[src/rtl/fsm_sink_pkg.sv]
// rtl/fsm_sink_pkg.sv - shared states, defaults and saturating helper for fsm_triple_sink
package fsm_sink_pkg;

   // Default widths for the data path and the frame/error counters
   localparam int unsigned WIDTH_DEF     = 32;
   localparam int unsigned CNT_WIDTH_DEF = 8;

   // Receive FSM encoding (2-bit)
   typedef logic [1:0] state_t;
   localparam state_t S_WORD0  = 2'd0;
   localparam state_t S_WORD1  = 2'd1;
   localparam state_t S_WORD2  = 2'd2;
   localparam state_t S_REPORT = 2'd3;

   // Increment that sticks at the all-ones value of a width-bit counter (width <= 32)
   function automatic logic [31:0] sat_inc(input logic [31:0] value, input int unsigned width);
      logic [31:0] max_value;
      max_value = (width >= 32) ? 32'hFFFF_FFFF : ((32'd1 << width) - 32'd1);
      return (value >= max_value) ? value : value + 32'd1;
   endfunction

endpackage

[src/rtl/fsm_triple_sink_sat_counter.sv]
// rtl/fsm_triple_sink_sat_counter.sv - saturating event counter with synchronous clear
module sat_counter
   import fsm_sink_pkg::*;
#(
   parameter int unsigned CNT_WIDTH = CNT_WIDTH_DEF
) (
   input  logic                 clk,
   input  logic                 reset,
   input  logic                 inc,
   input  logic                 clear,
   output logic [CNT_WIDTH-1:0] count
);

   // Count up on inc, hold at all-ones, clear on request or reset
   always_ff @(posedge clk or negedge reset) begin
      if (!reset) begin
         count <= '0;
      end else if (clear) begin
         count <= '0;
      end else if (inc) begin
         count <= CNT_WIDTH'(sat_inc(32'(count), CNT_WIDTH));
      end
   end

endmodule

[src/rtl/fsm_triple_sink.sv]
// rtl/fsm_triple_sink.sv - three-word result sink that classifies triples against A/B
module fsm_triple_sink
   import fsm_sink_pkg::*;
#(
   parameter int unsigned WIDTH     = WIDTH_DEF,
   parameter int unsigned CNT_WIDTH = CNT_WIDTH_DEF,
   parameter int unsigned EXP_A0    = 1,
   parameter int unsigned EXP_A1    = 3,
   parameter int unsigned EXP_A2    = 1,
   parameter int unsigned EXP_B0    = 2,
   parameter int unsigned EXP_B1    = 5,
   parameter int unsigned EXP_B2    = 7
) (
   input  logic                 clk,
   input  logic                 reset,
   input  logic                 in_valid,
   input  logic                 in_first,
   input  logic [WIDTH-1:0]     in_data,
   output logic                 in_ready,
   output logic [WIDTH-1:0]     word0,
   output logic [WIDTH-1:0]     word1,
   output logic [WIDTH-1:0]     word2,
   output logic                 triple_valid,
   output logic                 match_a,
   output logic                 match_b,
   output logic                 mismatch,
   output logic [CNT_WIDTH-1:0] frame_count,
   output logic [CNT_WIDTH-1:0] error_count,
   output logic                 sync_error
);

   state_t           state;
   logic [WIDTH-1:0] stage0;
   logic [WIDTH-1:0] stage1;
   logic             accept;
   logic             hit_a;
   logic             hit_b;
   logic             hit_none;
   logic             complete;
   logic             frame_err;
   logic             err_inc;

   // Ready is a pure decode of the state; the report cycle blocks input
   always_comb begin
      in_ready = (state != S_REPORT);
      accept   = in_valid && in_ready;
   end

   // Compare the would-be triple (two staged words plus the live word) against A and B
   always_comb begin
      hit_a    = (stage0 == WIDTH'(EXP_A0)) && (stage1 == WIDTH'(EXP_A1)) && (in_data == WIDTH'(EXP_A2));
      hit_b    = (stage0 == WIDTH'(EXP_B0)) && (stage1 == WIDTH'(EXP_B1)) && (in_data == WIDTH'(EXP_B2));
      hit_none = !(hit_a || hit_b);
   end

   // Event decode: a completed triple, or a framing violation; these never coincide
   always_comb begin
      complete  = accept && (state == S_WORD2) && !in_first;
      frame_err = accept && (((state == S_WORD0) && !in_first) ||
                             (((state == S_WORD1) || (state == S_WORD2)) && in_first));
      err_inc   = frame_err || (complete && hit_none);
   end

   // Receive FSM: stage words, resync on an unexpected first, publish the triple on word 2
   always_ff @(posedge clk or negedge reset) begin
      if (!reset) begin
         state        <= S_WORD0;
         stage0       <= '0;
         stage1       <= '0;
         word0        <= '0;
         word1        <= '0;
         word2        <= '0;
         match_a      <= 1'b0;
         match_b      <= 1'b0;
         mismatch     <= 1'b0;
         triple_valid <= 1'b0;
         sync_error   <= 1'b0;
      end else begin
         case (state)
            S_WORD0: begin
               if (accept) begin
                  if (in_first) begin
                     stage0 <= in_data;
                     state  <= S_WORD1;
                  end else begin
                     sync_error <= 1'b1;
                  end
               end
            end
            S_WORD1: begin
               if (accept) begin
                  if (in_first) begin
                     stage0     <= in_data;
                     sync_error <= 1'b1;
                  end else begin
                     stage1 <= in_data;
                     state  <= S_WORD2;
                  end
               end
            end
            S_WORD2: begin
               if (accept) begin
                  if (in_first) begin
                     stage0     <= in_data;
                     sync_error <= 1'b1;
                     state      <= S_WORD1;
                  end else begin
                     word0        <= stage0;
                     word1        <= stage1;
                     word2        <= in_data;
                     match_a      <= hit_a;
                     match_b      <= hit_b;
                     mismatch     <= hit_none;
                     triple_valid <= 1'b1;
                     state        <= S_REPORT;
                  end
               end
            end
            S_REPORT: begin
               triple_valid <= 1'b0;
               state        <= S_WORD0;
            end
            default: begin
               triple_valid <= 1'b0;
               state        <= S_WORD0;
            end
         endcase
      end
   end

   sat_counter #(.CNT_WIDTH(CNT_WIDTH)) u_frame_cnt (
      .clk   (clk),
      .reset (reset),
      .inc   (complete),
      .clear (1'b0),
      .count (frame_count)
   );

   sat_counter #(.CNT_WIDTH(CNT_WIDTH)) u_error_cnt (
      .clk   (clk),
      .reset (reset),
      .inc   (err_inc),
      .clear (1'b0),
      .count (error_count)
   );

endmodule
[config.mk]
export PLATFORM = sky130hd
export DESIGN_NAME = fsm_triple_sink
export DESIGN_NICKNAME = d
export VERILOG_FILES = /design/src/rtl/fsm_sink_pkg.sv /design/src/rtl/fsm_triple_sink_sat_counter.sv /design/src/rtl/fsm_triple_sink.sv
export SDC_FILE = /design/constraint.sdc
export NUM_CORES = 1
export LEC_CHECK = 0
export ABC_AREA = 1
export CORE_MARGIN = 5
export CORE_UTILIZATION = 43
export CTS_CLUSTER_SIZE = 30
export DETAILED_ROUTE_END_ITERATION = 12
export GPL_ROUTABILITY_DRIVEN = 0
export PLACE_DENSITY = 0.68
export SETUP_SLACK_MARGIN = 0.1
export SKIP_LAST_GASP = 1
export SYNTH_ARGS = -nofsm -noshare
export SYNTH_HDL_FRONTEND = slang
export SYNTH_HIERARCHICAL = 1
export SYNTH_SLANG_ARGS = --single-unit
[constraint.sdc]
create_clock -name clk -period 3.3 [get_ports clk]
set_input_delay 0.66 -clock clk [delete_from_list [all_inputs] [get_ports clk]]
set_output_delay 0.66 -clock clk [all_outputs]
set_load 0.03 [all_outputs]
## Word level (Yosys, flattened, before mapping)

Cells that the tools add are included.

| cells by class | value |
|---|---|
| add/subtract/negate cells | 2 |
| bitwise operators | 3 |
| reduce and logical (&&, ||, !) cells | 30 |
| eq/ne operators | 19 |
| multiplexer cells | 13 |
| $lt $le $gt $ge | 2 |

Operators by type and width:

| kind | number |
|---|---|
| equality test 32 x 1 -> 1 bit (second input constant) | 2 |
| equality test 32 x 2 -> 1 bit (second input constant) | 2 |
| equality test 32 x 3 -> 1 bit (second input constant) | 2 |
| adder 8 x 1 -> 8 bit (second input constant) | 2 |
| >= comparator 8 bit (second input constant) | 2 |
| != test 2 bit (second input constant) | 8 |
| 2-to-1 mux 2 bit | 6 |
| AND reduction 3 bit | 4 |
| logical AND 1 bit | 11 |
| AND reduction 5 bit | 2 |
| one-hot mux 2 bit (4 select lines) | 1 |
| equality test 2 bit (second input constant) | 2 |
| logical OR 1 bit | 4 |
| 2-to-1 mux 1 bit | 4 |
| != test 2 x 1 -> 1 bit (second input constant) | 2 |
| one-hot mux 1 bit (2 select lines) | 2 |
| AND reduction 2 bit | 2 |
| nonzero test 2 bit | 2 |
| NOT 1 bit | 3 |
| OR reduction 3 bit | 1 |
| equality test 2 x 1 -> 1 bit (second input constant) | 1 |
| zero test 1 bit | 2 |
| zero test 2 bit | 1 |
| OR reduction 2 bit | 1 |

| storage, ports and cells | value |
|---|---|
| input port bits | 36 |
| output and inout bits | 118 |
| word-level logic and storage cells | 82 |
| bits in registers | 183 |

## Depth between registers and ports, before layout

| depth | value |
|---|---|
| depth after elaboration | 8 |
| depth in mapped cells | 14 |
| depth with buffers taken out | 14 |

## By module

The synthesis kept the hierarchy.

Modules (own cells, without submodules):

| module | cells an instance | instances | seq. area each (um2) | area an instance (um2) |
|---|---|---|---|---|
| fsm_triple_sink | 762 | 1 | 4,179.0 | 6,861.6 |
| sat_counter at u_error_cnt | 70 | 1 | 200.2 | 529.3 |
| sat_counter at u_frame_cnt | 72 | 1 | 200.2 | 523.0 |

## Worst setup path after synthesis

No wires, ideal clock.

| timing path | value |
|---|---|
| path type | input port to flip-flop |
| start point | input in_data[15] |
| end point | register u_error_cnt.count[5] |
| library setup time | 0.074 ns |
| path slack | 1.323 ns |
| arrival time | 1.903 ns |
| data required time | 3.226 ns |
| buffers on the path | 1 |
| stages | 13 |
| cell sequence | nor2_1 > nand2_1 > nor2_1 > nand2_1 > nor2_1 > nand3_1 > nand3_1 > nand2_1 > or2_2 > nand2_2 > buf_6 > nand2_1 > o21ai_2 |

| on the way | value |
|---|---|
| word-level cells in the longest chain between the ends | 7 |
| elaborated cells on any way between the ends | 9 |
| those cells by class | eq/ne (2); reduce/logical (7) |

RTL lines:

| what | RTL line | text |
|---|---|---|
| from (decl) | fsm_triple_sink.sv:18 | `input logic [WIDTH-1:0] in_data,` |
| equality test 32 x 1 -> 1 bit or equality test 32 x 3 -> 1 bit (tied branches) | fsm_triple_sink.sv:51, fsm_triple_sink.sv:52 |  |
| logical AND 1 bit, on equally long branches | fsm_triple_sink.sv:51, fsm_triple_sink.sv:52 |  |
| logical OR 1 bit * | fsm_triple_sink.sv:53 | `hit_none = !(hit_a \|\| hit_b);` |
| zero test 1 bit * | fsm_triple_sink.sv:53 |  |
| logical AND 1 bit * | fsm_triple_sink.sv:61 | `err_inc = frame_err \|\| (complete && hit_none);` |
| logical OR 1 bit * | fsm_triple_sink.sv:61 |  |
| via err_inc | fsm_triple_sink.sv:41 | `logic err_inc;` |
| AND reduction 2 bit (no source line) * | -- |  |
| to (signal assigned) | fsm_triple_sink_sat_counter.sv:21 | `count <= CNT_WIDTH'(sat_inc(32'(count), CNT_WIDTH));` |
| to (decl) | fsm_triple_sink_sat_counter.sv:11 | `output logic [CNT_WIDTH-1:0] count` |

The timed path passes the listed nets; every way through them passes the cells marked *.
A chain may end at the register's enable or synchronous reset.

## Worst setup path in the final report

| timing path | value |
|---|---|
| start point | register state[0] |
| end point | output in_ready |

| on the way | value |
|---|---|
| word-level cells in the longest chain between the ends | 1 |

RTL lines:

| what | RTL line | text |
|---|---|---|
| from (decl) | fsm_triple_sink.sv:32 | `state_t state;` |
| from (signal assigned) | fsm_triple_sink.sv:67 | `state <= S_WORD0;` |
| from (signal assigned) | fsm_triple_sink.sv:84 | `state <= S_WORD1;` |
| from (signal assigned) | fsm_triple_sink.sv:97 | `state <= S_WORD2;` |
| != test 2 bit | fsm_triple_sink.sv:45 | `in_ready = (state != S_REPORT);` |
| to (decl) | fsm_triple_sink.sv:19 | `output logic in_ready,` |

Every way passes these cells.

==> summary.txt <==
Final layout
  – Share of cells above drive strength 1: 9.448%
  – Fin cells: around 1300
  – Multi-input gate area: 2855 um^2
  – Commonest non-fill, non-tap cell in the layout: nand2_1
  – Antenna diode count: 0
  – Final #Nets: 1101
  – Register area: around 4600 um^2
  – Fill count: approximately 1600
  – Area Overhead vs Synth: 29.04%
  – Most frequent cells in the layout: nand2_1 (341), dfrtp_1 (183), clkdlybuf4s50_1 (152), o21ai_0 (81), nor2_1 (78)

CTS
  – CTS clk-pin slew, worst paths: 0.07 ns
  – CTS Buf Count: 17
  – Post-CTS Resized: 0
  – Htree depth: 4
  – Root Driver: clkbuf_16
  – Post-CTS Hold Fix Bufs: 0
  – # Post-CTS Setup Buffers: 0
  – CTS tree: yes
  – Clock Latency Late Sink: roughly 0.43 ns
  – CTS Buffer Depth: 2
  – Num Clock Sinks: 183

Detailed routing
  – Drt pass-1 iters: 5
  – Vias: 6202
  – Drt first-iter violations: 392
  – Final ANT Viol Nets: 0
  – Total routed wirelength: 19350 um
  – Wirelength per Cell: 14.91 um
  – Drt drc: 0
  – DR vias/cell: 4.778

Critical path
  – CP bufs+invs: 2
  – Reg-to-reg endpoint: u_error_cnt/count[3]
  – CP cell instances: ha_1 > inv_2 > clkdlybuf4s50_1
  – Family with the most delay on the worst path: buffers and inverters
  – Kind of critical path: reg -> out
  – Req. time, crit path: 2.64 ns
  – Worst reg2reg setup slack: about 1.2 ns
  – Worst setup EP type: primary output
  – FF-to-FF path depth: 13
  – Critical path peak fanout: 4
  – Reg2reg start: stage0[7]
  – Worst setup SP type: register
  – CP Data Arrival Time: roughly 1.8 ns
  – Worst path max stage delay: 0.67 ns
  – Critical path's slowest cell: clkdlybuf4s50_1

STA
  – Worst slew margin: slightly below 50%
  – Pins over their slew limit: 0
  – Final Cycle Share: 75.64%
  – Clock skew: between 0.01 and 0.015 ns
  – Final Hold Fails: 0
  – F_max: 400.6 MHz
  – Min Tclk post-route: 2.496 ns
  – Setup_tns: 0 ns
  – Final setup violation count: 0
  – RSZ-0062 raised after global routing: no
  – Worst slew pin tran: 0.7599 ns

Min path
  – Hold crit path type: in -> async

Logic synthesis
  – Async SR Flop Fraction: 100.0%
  – #FFs+latches synth: 183
  – Avg Inst Size Synth: just under 9 um^2
  – Yosys warns: 6
  – Post-synthesis sequential area ratio: 57.87%
  – Area of the mapped netlist: roughly 8000 um^2
  – Post-synthesis cell type count: 33
  – Cell count after synthesis: roughly 900
  – Ys flop type: dfrtp_1
  – Post-synth EDFFs: 0

Global route
  – All-Layer GR Usage: 18.42%
  – Vias in the first global route: 6025
  – Grt total ovfl: 0
  – Initial antenna violation count: 0
  – Pin count of the biggest net entering global routing: between 90 and 100
  – First-pass GRT wire length: 31600 um

Place
  – IO Port Bufs: 153
  – Dpl cells: approximately 1300
  – HPWL after DPL: 13760 um

Power
  – P_leak: 4.931 nW
  – Pwr/cell area: slightly above 900 nW/um^2
  – Peak supply drop: 549.8 uV

Floorplan
  – DIE AREA: 21220 um^2
  – Starting Density: 43.91%
  – Core area: 18020 um^2
  – Ports: 154
  – Die Height: 145.7 um
  – Site Rows: 49
  – Die W: about 150 um

Status
  – Status: finished clean

Run
  – Number of max-cap violations: 0
state kept, by name (all words and copies together) (netlist names):
signal / count
stage0: 32
stage1: 32
word0: 32
word1: 32
word2: 32
u_error_cnt/count: 8
u_frame_cnt/count: 8
state: 2
match_a: 1
match_b: 1
mismatch: 1
sync_error: 1
triple_valid: 1
layout make-up:
type                    instances  area share, %
flip-flops and latches        183          44.84
multi-input cells             620          27.96
inverters                      72          2.671
clock buffers                  18          4.202
clock inverters                12          1.188
repair buffers                164          16.33
well taps                     229          2.806
synth_stat cells (all sizes together), types with 2 or more instances:
cell	number	area [um^2]
clkbuf	17	63.81
nand2	349	1340
nor2	84	359.1
or2	2	12.51
inv	72	270.3
o21bai	2	15.01
o21ai	122	742.0
a21oi	6	33.78
o22ai	2	12.51
buf	18	167.7
nand3	32	175.2
dfrtp	183	4579
ha	7	87.58
worst max path at each step:
stage	cells past startpoint	from	end	slack [ns]
6_report	3	state[0]	in_ready	0.80
4_1_cts	3	state[0]	in_ready	0.78
2_1_floorplan	13	in_data[15]	u_error_cnt/count[5]	1.32
3_5_place_dp	14	in_data[27]	u_error_cnt/count[3]	0.43
3_3_place_gp	14	in_data[15]	u_error_cnt/count[3]	0.49
5_1_grt	15	in_data[0]	u_error_cnt/count[3]	0.69
logic make-up (layout without fill, tap and decap cells):
logic type	count (synthesis)	in the layout	synth area share, %
xor gates and xnor gates	2	2	0.2214
other	1	7	0.04739
buffers and inverters	107	266	6.340
DFF	183	183	57.87
and+or+nand+nor	470	470	24.08
AOI/OAI and AO/OA	134	134	10.34
adders and majority gates	7	7	1.107
through the flow:
stage                     utilization, %  hold slack, ns  setup WS, ns  cell area (um^2)  power, W
final                              56.66          0.2995        0.8040             10210  0.009541
after global routing               56.66          0.3599        0.6897             10210   0.01013
after CTS                          56.66          0.3335        0.7801             10210  0.009626
after detailed placement           53.60          0.4558        0.4339              9662  0.007681
after global placement             53.60          0.4492        0.4881              9662  0.007596
after floorplan                        -          0.3644         1.323              7936  0.005993
routing by layer:
layer,track usage [%],vias up,routed length [um]
met5,0,-,0
met4,5.177,0,240
met3,4.298,16,860
met2,29.13,128,9224
met1,25.56,2931,9026
li1,-,3127,-
power breakdown:
part | total (W) | internal, W | switching, W
Sequential | 0.00371 | 0.00313 | 0.000580
Combinational | 0.00390 | 0.00153 | 0.00237
Clock | 0.00193 | 0.00104 | 0.000884
Power figures use the tool's default switching activity.
